===== src/rtl/cache_pkg.sv =====
// Shared types and address-field width helpers for the parameterised cache.
package cache_pkg;

  typedef enum logic [1:0] {IDLE, WRITEBACK, REFILL, RESPOND} state_t;

  localparam int POLICY_LRU = 0;
  localparam int POLICY_RR  = 1;

  function automatic int off_bits(input int line_words);
    return $clog2(line_words);
  endfunction

  function automatic int idx_bits(input int set_bits);
    return set_bits;
  endfunction

  function automatic int tag_bits(input int set_bits, input int line_words);
    return 32 - 2 - $clog2(line_words) - set_bits;
  endfunction

  function automatic int way_bits(input int ways);
    return (ways > 1) ? $clog2(ways) : 1;
  endfunction

endpackage


===== src/rtl/pcache_set.sv =====
// One cache set: line storage, tag compare, victim choice and a single
// way/word access port shared by hit, refill, writeback and respond traffic.
module pcache_set
  import cache_pkg::*;
#(
  parameter int WAYS       = 2,
  parameter int LINE_WORDS = 4,
  parameter int TAG_W      = 26,
  parameter int WAY_W      = 1,
  parameter int POLICY     = POLICY_LRU
) (
  input  logic                          clk,
  input  logic                          reset,
  input  logic [TAG_W-1:0]              lk_tag,
  output logic                          hit,
  output logic [WAY_W-1:0]              hit_way,
  output logic [WAY_W-1:0]              vict_way,
  output logic                          vict_valid,
  output logic                          vict_dirty,
  output logic [TAG_W-1:0]              vict_tag,
  input  logic [WAY_W-1:0]              acc_way,
  input  logic [$clog2(LINE_WORDS)-1:0] acc_idx,
  output logic [31:0]                   rd_data,
  input  logic                          wr_en,
  input  logic [31:0]                   wr_data,
  input  logic                          set_dirty,
  input  logic                          stamp,
  input  logic [31:0]                   now,
  input  logic                          fill,
  input  logic [TAG_W-1:0]              fill_tag,
  input  logic                          fill_adv
);

  logic [WAYS-1:0]                        valid, dirty;
  logic [WAYS-1:0][TAG_W-1:0]             tags;
  logic [WAYS-1:0][31:0]                  ticks;
  logic [WAYS-1:0][LINE_WORDS-1:0][31:0]  data;
  logic [WAY_W-1:0]                       rr;

  // Descending scan so the lowest matching way wins.
  always_comb begin
    hit     = 1'b0;
    hit_way = '0;
    for (int w = WAYS - 1; w >= 0; w--) begin
      if (valid[w] && tags[w] == lk_tag) begin
        hit     = 1'b1;
        hit_way = WAY_W'(w);
      end
    end
  end

  always_comb begin
    logic        found;
    logic [31:0] best;
    found    = 1'b0;
    best     = ticks[0];
    vict_way = '0;
    for (int w = 0; w < WAYS; w++) begin
      if (!found && !valid[w]) begin
        found    = 1'b1;
        vict_way = WAY_W'(w);
      end
    end
    if (!found) begin
      if (POLICY == POLICY_RR) begin
        vict_way = rr;
      end else begin
        for (int w = 1; w < WAYS; w++) begin
          if (ticks[w] < best) begin
            best     = ticks[w];
            vict_way = WAY_W'(w);
          end
        end
      end
    end
  end

  assign vict_valid = valid[vict_way];
  assign vict_dirty = dirty[vict_way];
  assign vict_tag   = tags[vict_way];
  assign rd_data    = data[acc_way][acc_idx];

  always_ff @(posedge clk) begin
    if (reset) begin
      valid <= '0;
      dirty <= '0;
      ticks <= '0;
      rr    <= '0;
    end else begin
      if (set_dirty) dirty[acc_way] <= 1'b1;
      if (stamp)     ticks[acc_way] <= now;
      if (fill) begin
        valid[acc_way] <= 1'b1;
        dirty[acc_way] <= 1'b0;
        if (POLICY == POLICY_RR && fill_adv)
          rr <= (rr == WAY_W'(WAYS - 1)) ? '0 : rr + 1'b1;
      end
    end
  end

  // Payload needs no reset; valid gates every use of it.
  always_ff @(posedge clk) begin
    if (wr_en) data[acc_way][acc_idx] <= wr_data;
    if (fill)  tags[acc_way]          <= fill_tag;
  end

endmodule


===== src/rtl/param_cache.sv =====
// Blocking set-associative write-back cache with a single-beat memory port;
// hits answer in one cycle, misses write back a dirty victim then refill.
module param_cache
  import cache_pkg::*;
#(
  parameter int SET_BITS   = 2,
  parameter int WAYS       = 2,
  parameter int LINE_WORDS = 4,
  parameter int POLICY     = POLICY_LRU
) (
  input  logic        clk,
  input  logic        reset,
  input  logic        en,
  input  logic        req_valid,
  output logic        req_ready,
  input  logic        req_write,
  input  logic [31:0] req_addr,
  input  logic [31:0] req_data,
  output logic        resp_valid,
  output logic [31:0] resp_data,
  output logic        mem_valid,
  output logic        mem_write,
  output logic [31:0] mem_addr,
  output logic [31:0] mem_wdata,
  input  logic        mem_ready,
  input  logic [31:0] mem_rdata,
  output logic [31:0] hit_count,
  output logic [31:0] miss_count,
  output logic        busy
);

  localparam int OFF_W  = off_bits(LINE_WORDS);
  localparam int IDX_W  = idx_bits(SET_BITS);
  localparam int TAG_W  = tag_bits(SET_BITS, LINE_WORDS);
  localparam int WAY_W  = way_bits(WAYS);
  localparam int SETS   = 1 << SET_BITS;
  localparam int IDX_LO = 2 + OFF_W;
  localparam int TAG_LO = IDX_LO + IDX_W;

  state_t            state;
  logic [31:0]       now, data_q;
  logic [TAG_W-1:0]  tag_q;
  logic [IDX_W-1:0]  idx_q;
  logic [OFF_W-1:0]  off_q, beat;
  logic              write_q, vvalid_q, mem_vld_q, resp_vld_q;
  logic [WAY_W-1:0]  vway_q;

  logic [TAG_W-1:0]  req_tag, lk_tag;
  logic [IDX_W-1:0]  req_idx, cur_idx;
  logic [OFF_W-1:0]  req_off, acc_idx;
  logic [WAY_W-1:0]  acc_way;
  logic              accept, beat_done, last, unused_bits;
  logic              wr_en, set_dirty, stamp, fill;
  logic [31:0]       wr_data;

  logic [SETS-1:0]             s_hit, s_vvalid, s_vdirty;
  logic [SETS-1:0][WAY_W-1:0]  s_hit_way, s_vway;
  logic [SETS-1:0][TAG_W-1:0]  s_vtag;
  logic [SETS-1:0][31:0]       s_rd;

  logic              sel_hit, sel_vvalid, sel_vdirty;
  logic [WAY_W-1:0]  sel_hit_way, sel_vway;
  logic [TAG_W-1:0]  sel_vtag;
  logic [31:0]       sel_rd;

  assign req_off     = req_addr[IDX_LO-1:2];
  assign req_idx     = req_addr[TAG_LO-1:IDX_LO];
  assign req_tag     = req_addr[31:TAG_LO];
  assign unused_bits = ^req_addr[1:0];

  assign req_ready  = en && state == IDLE;
  assign accept     = req_valid && req_ready;
  assign busy       = state != IDLE;
  assign mem_valid  = mem_vld_q && en;
  assign resp_valid = resp_vld_q && en;
  assign beat_done  = mem_valid && mem_ready;
  assign last       = beat == OFF_W'(LINE_WORDS - 1);

  assign cur_idx     = (state == IDLE) ? req_idx : idx_q;
  assign lk_tag      = (state == IDLE) ? req_tag : tag_q;
  assign sel_hit     = s_hit[cur_idx];
  assign sel_hit_way = s_hit_way[cur_idx];
  assign sel_vway    = s_vway[cur_idx];
  assign sel_vvalid  = s_vvalid[cur_idx];
  assign sel_vdirty  = s_vdirty[cur_idx];
  assign sel_vtag    = s_vtag[cur_idx];
  assign sel_rd      = s_rd[cur_idx];

  // In IDLE a miss reads victim word 0 so the first writeback beat is ready
  // on the cycle the transfer starts; WRITEBACK prefetches the next word.
  always_comb begin
    acc_way = vway_q;
    acc_idx = off_q;
    case (state)
      IDLE: begin
        acc_way = sel_hit ? sel_hit_way : sel_vway;
        acc_idx = sel_hit ? req_off : '0;
      end
      WRITEBACK: acc_idx = beat + 1'b1;
      REFILL:    acc_idx = beat;
      default: ;
    endcase
  end

  always_comb begin
    wr_en     = 1'b0;
    set_dirty = 1'b0;
    stamp     = 1'b0;
    fill      = 1'b0;
    wr_data   = data_q;
    case (state)
      IDLE: begin
        wr_en     = accept && sel_hit && req_write;
        set_dirty = accept && sel_hit && req_write;
        stamp     = accept && sel_hit;
        wr_data   = req_data;
      end
      REFILL: begin
        wr_en   = beat_done;
        fill    = beat_done && last;
        wr_data = mem_rdata;
      end
      RESPOND: begin
        wr_en     = en && write_q;
        set_dirty = en && write_q;
        stamp     = en;
      end
      default: ;
    endcase
  end

  for (genvar s = 0; s < SETS; s++) begin : g_set
    logic sel;
    assign sel = cur_idx == IDX_W'(s);
    pcache_set #(
      .WAYS(WAYS), .LINE_WORDS(LINE_WORDS), .TAG_W(TAG_W), .WAY_W(WAY_W), .POLICY(POLICY)
    ) u_set (
      .clk       (clk),
      .reset     (reset),
      .lk_tag    (lk_tag),
      .hit       (s_hit[s]),
      .hit_way   (s_hit_way[s]),
      .vict_way  (s_vway[s]),
      .vict_valid(s_vvalid[s]),
      .vict_dirty(s_vdirty[s]),
      .vict_tag  (s_vtag[s]),
      .acc_way   (acc_way),
      .acc_idx   (acc_idx),
      .rd_data   (s_rd[s]),
      .wr_en     (wr_en && sel),
      .wr_data   (wr_data),
      .set_dirty (set_dirty && sel),
      .stamp     (stamp && sel),
      .now       (now),
      .fill      (fill && sel),
      .fill_tag  (tag_q),
      .fill_adv  (vvalid_q)
    );
  end

  always_ff @(posedge clk) begin
    if (reset) begin
      state      <= IDLE;
      now        <= '0;
      hit_count  <= '0;
      miss_count <= '0;
      data_q     <= '0;
      tag_q      <= '0;
      idx_q      <= '0;
      off_q      <= '0;
      write_q    <= 1'b0;
      vway_q     <= '0;
      vvalid_q   <= 1'b0;
      beat       <= '0;
      mem_vld_q  <= 1'b0;
      mem_write  <= 1'b0;
      mem_addr   <= '0;
      mem_wdata  <= '0;
      resp_vld_q <= 1'b0;
      resp_data  <= '0;
    end else if (en) begin
      now        <= now + 32'd1;
      resp_vld_q <= 1'b0;
      case (state)
        IDLE: if (accept) begin
          if (sel_hit) begin
            hit_count  <= hit_count + 32'd1;
            resp_vld_q <= 1'b1;
            resp_data  <= req_write ? req_data : sel_rd;
          end else begin
            miss_count <= miss_count + 32'd1;
            tag_q      <= req_tag;
            idx_q      <= req_idx;
            off_q      <= req_off;
            data_q     <= req_data;
            write_q    <= req_write;
            vway_q     <= sel_vway;
            vvalid_q   <= sel_vvalid;
            beat       <= '0;
            mem_vld_q  <= 1'b1;
            if (sel_vvalid && sel_vdirty) begin
              state     <= WRITEBACK;
              mem_write <= 1'b1;
              mem_addr  <= {sel_vtag, req_idx, {(OFF_W + 2){1'b0}}};
              mem_wdata <= sel_rd;
            end else begin
              state     <= REFILL;
              mem_write <= 1'b0;
              mem_addr  <= {req_tag, req_idx, {(OFF_W + 2){1'b0}}};
              mem_wdata <= '0;
            end
          end
        end
        WRITEBACK: if (beat_done) begin
          if (last) begin
            state     <= REFILL;
            beat      <= '0;
            mem_write <= 1'b0;
            mem_addr  <= {tag_q, idx_q, {(OFF_W + 2){1'b0}}};
            mem_wdata <= '0;
          end else begin
            beat      <= beat + 1'b1;
            mem_addr  <= mem_addr + 32'd4;
            mem_wdata <= sel_rd;
          end
        end
        REFILL: if (beat_done) begin
          if (last) begin
            state     <= RESPOND;
            mem_vld_q <= 1'b0;
          end else begin
            beat     <= beat + 1'b1;
            mem_addr <= mem_addr + 32'd4;
          end
        end
        RESPOND: begin
          state      <= IDLE;
          resp_vld_q <= 1'b1;
          resp_data  <= write_q ? data_q : sel_rd;
        end
        default: state <= IDLE;
      endcase
    end
  end

endmodule


===== config.mk =====
export PLATFORM = sky130hd
export DESIGN_NAME = param_cache
export DESIGN_NICKNAME = d
export VERILOG_FILES = /design/src/rtl/cache_pkg.sv /design/src/rtl/pcache_set.sv /design/src/rtl/param_cache.sv
export SDC_FILE = /design/constraint.sdc
export NUM_CORES = 2
export LEC_CHECK = 0
export CAP_MARGIN = 5
export CORE_MARGIN = 2
export CORE_UTILIZATION = 65
export DETAILED_ROUTE_END_ITERATION = 6
export GPL_TIMING_DRIVEN = 0
export PLACE_DENSITY_LB_ADDON = 0.3
export SYNTH_ARGS = -nofsm -noshare
export SYNTH_HDL_FRONTEND = slang
export SYNTH_SLANG_ARGS = --single-unit

===== constraint.sdc =====
create_clock -name clk -period 16.7 [get_ports clk]
set_input_delay 3.34 -clock clk [delete_from_list [all_inputs] [get_ports clk]]
set_output_delay 3.34 -clock clk [all_outputs]
set_load 0.02 [all_outputs]

==> impl_metrics.yaml <==
status:
  outcome: "complete, but fails checks"
  failed_checks: "DRC"
floorplan:
  fp.dieH_um: 343
  dieArea_um2: 118000
  die_w_um: 343
  row_count: 124
  core_area_um2: 114000
  start_util_pct: 65.4
  ios: 267
setup_path:
  cp_slowest_cell: "nor2_4"
  r2r_slack_ns: 6.95
  end_kind: "flip-flop"
  path_cells: "clkdlybuf4s50_1 -> mux2i_2 -> xor2_1 -> nand4_1 -> or4_1 -> o41ai_2 -> o2bb2ai_2 -> nor3_1 -> a211oi_1 -> o22ai_1 -> clkbuf_1 -> buf_2 -> clkbuf_1 -> buf_1 -> nand2_1 -> nor2_4"
  critPathMaxFanout: 32
  worstSetupPathType: "input pin to flip-flop"
  rr_startpoint: "state[0]$_SDFFE_PP0P_"
  cp_common_cell: "clkbuf_1"
  cp_data_required_time_ns: 17.14
  slowest_delay_ns: 0.94
  endpoint: "g_set[2].u_set.data[75]$_DFFE_PP_"
  setup.worst_path.start_class: "input pin"
  r2r_cells: 19
  cp.arrival_ns: 12.06
  crit_start: "req_addr[6]"
  r2r_end: "g_set[2].u_set.data[75]$_DFFE_PP_"
power:
  switching_share_pct: 39.0
  vdd_drop_max_mv: 0.139
  power.switching_w: 0.00571
  combPwrFrac_pct: 35.2
  p_int_w: 0.00891
  seqPwrFrac_pct: 36.7
  power_density_nw_per_um2: 169
  power.share.clock_pct: 28.0
  leakage_nw: 28.7
timing:
  period_share_pct: 69.6
  min_period_ns: 11.62
  setup_violations: 0
  finalClockSkew_ns: 0.0491
  worst_slack_ns: 5.08
  slew_headroom_pct: 2.41
  rsz0062_at_grt: "no"
  timing.fmax_mhz: 86.1
  hold_viol: 0
  tns_ns: 0
  slew_violations: 0
  worst_pin_slew_ns: 1.46
finish:
  fin_nets: 6725
  fillers: 6957
  multi_input_area_um2: 25000
  fin_cells: 8162
  drive_above_1_share_pct: 7.79
  seq_area_um2: 47700
  areaGrowthSynthToFinish_pct: 15.7
place:
  globalplace.congestion: 1.00
  dp_hpwl_mm: 172
  place_ws_ns: 4.92
  portBuffers: 261
  dp_cells: 7825
synth:
  synth-edff-count: 1232
  netlist_area_um2: 74700
  synth_area_per_cell_um2: 12.5
  synthArstFlopShare_pct: 0
  yosys.area.top_type_share_pct: 49.5
  ys_types: 74
  ys.flop_type: "edfxtp_1"
  synthTopCellsByArea: "edfxtp_1, dfxtp_1, mux2i_1, nor2_1, nand2_1"
  synth_common_cells: "edfxtp_1, nor2_1, dfxtp_1"
  ys.warnings.count: 0
  synth_seq_cells: 1765
  synth_largest_area_cell: "edfxtp_1"
  yosysMostFrequentCell: "edfxtp_1"
  yosysSeqAreaShare_pct: 63.8
  synth_cells: 5978
global_route:
  grt_max_degree: 33
  antenna_found_initial: 13
  grt_pass1_vias: 54700
  grt_pass1_wl_mm: 355
  gr-total-overflow: 0
  track_usage_pct: 41.3
detailed_routing:
  via_per_inst: 6.93
  wl_mm: 247
  num_vias: 56600
  drt_first_pass_iters: 7
  drtIter0Drc: 9593
  drtAntennaViolNets: 0
  post_drt_wl_per_cell_um: 30.3
  drc: 25
job:
  cap_violations: 0
clocking:
  cts_setup_buffers: 0
  worstSkewPairLatency_ns: 0.84
  cts_buffers: 173
  htreeDepth: 4
  cts_resized: 0
  cts_hold_buffers: 0
  clkSinkCount: 1765
  clk_pin_slew_ns: 0.07
  root_buffer: "clkbuf_16"
  cts.path.max_buffers: 3
  cts_tree: "built"
min_path:
  hp-class: "flip-flop to flip-flop"
  hold_start: "mem_wdata[6]$_SDFFE_PP0P_"
[sequential cells by signal, indices dropped and copies added, names as in the netlist, 8 cells and up]
| name | flops |
|---|---|
| tag_q | 26 |
| g_set.u_set.data | 1024 |
| g_set.u_set.ticks | 256 |
| resp_data | 32 |
| data_q | 32 |
| miss_count | 32 |
| g_set.u_set.valid | 8 |
| mem_wdata | 32 |
| now | 32 |
| g_set.u_set.dirty | 8 |
| mem_addr | 30 |
| g_set.u_set.tags | 208 |
| hit_count | 32 |
[worst min-delay path by stage]
| stage | end | cells after the start |
|---|---|---|
| after detailed placement | mem_wdata[4]$_SDFFE_PP0P_ | 2 |
| after global routing | mem_wdata[28]$_SDFFE_PP0P_ | 2 |
| after floorplan | off_q[1]$_SDFFE_PP0P_ | 2 |
| after CTS | off_q[1]$_SDFFE_PP0P_ | 2 |
| after global placement | mem_wdata[4]$_SDFFE_PP0P_ | 2 |
| final | mem_wdata[6]$_SDFFE_PP0P_ | 2 |
[layer usage]
layer,track usage [%],vias to the layer above,part of all wire (%)
li1,-,23600,-
met1,50.7,27100,34
met2,63.3,4823,45
met3,15.2,1080,15
met4,23.4,16,6.7
met5,0.962,-,0.13
[cells by family (layout without fill, tap and decap cells)]
family	after synthesis	count (layout)	synth area share (%)
buf+inv	597	1254	3.12
simple gates	1560	1560	9.43
other cells	1	16	0.00502
fa+ha+maj	134	134	2.24
compound gates	1181	1181	11.6
xor+xnor	318	318	3.73
flops	1765	1765	63.8
mux	422	422	6.08
[worst max-delay path, delay by kind of cell]
kind            cells  cell delay [ns]
xor+xnor            1             0.27
compound gates      4             1.64
mux                 1             0.73
buf+inv             5             3.41
simple gates        5             2.60
[through the flow]
step                util, %  power (W)  hold slack, ns  cell area (µm²)
finish                 75.7     0.0146           0.466            86500
global route           75.7     0.0148           0.492            86400
CTS                    75.7     0.0143           0.458            86400
detailed placement     70.5     0.0102           0.442            80500
global placement       69.4     0.0100           0.440            79200
floorplan                 -    0.00810           0.431            74700
[cell type report]
| cell class | count | share of cell area, % |
|---|---|---|
| diodes | 14 | 0.0405 |
| clock buffers | 230 | 5.49 |
| multi-input cells | 3617 | 28.9 |
| plain buffers | 409 | 1.88 |
| inverters | 188 | 0.816 |
| clock inverters | 92 | 1.33 |
| repair buffers | 335 | 4.24 |
| flip-flops and latches | 1765 | 55.1 |
| well taps | 1512 | 2.19 |
[cells in the final DEF, fill, tap and decap left out, types with 55 or more instances in the layout]
master	count
a21o_1	76
a21oi_1	229
a221oi_1	110
a222oi_1	69
a22oi_1	81
and3_1	62
clkbuf_1	373
clkbuf_16	176
clkdlybuf4s50_1	261
dfxtp_1	533
edfxtp_1	1232
ha_1	134
inv_1	188
mux2_2	55
mux2i_1	341
nand2_1	470
nand3_1	83
nand4_1	104
nor2_1	539
nor3_1	80
o21ai_0	103
o22ai_1	112
xnor2_1	155
xor2_1	163
[power groups by stage]
stage / logic [W] / clock network, W / registers (W)
after CTS: 0.00485 / 0.00407 / 0.00535
after global routing: 0.00521 / 0.00424 / 0.00537
after detailed placement: 0.00476 / 0 / 0.00545
after floorplan: 0.00267 / 0 / 0.00543
final: 0.00515 / 0.00410 / 0.00537
after global placement: 0.00459 / 0 / 0.00544
Power figures use the tool's default switching activity.
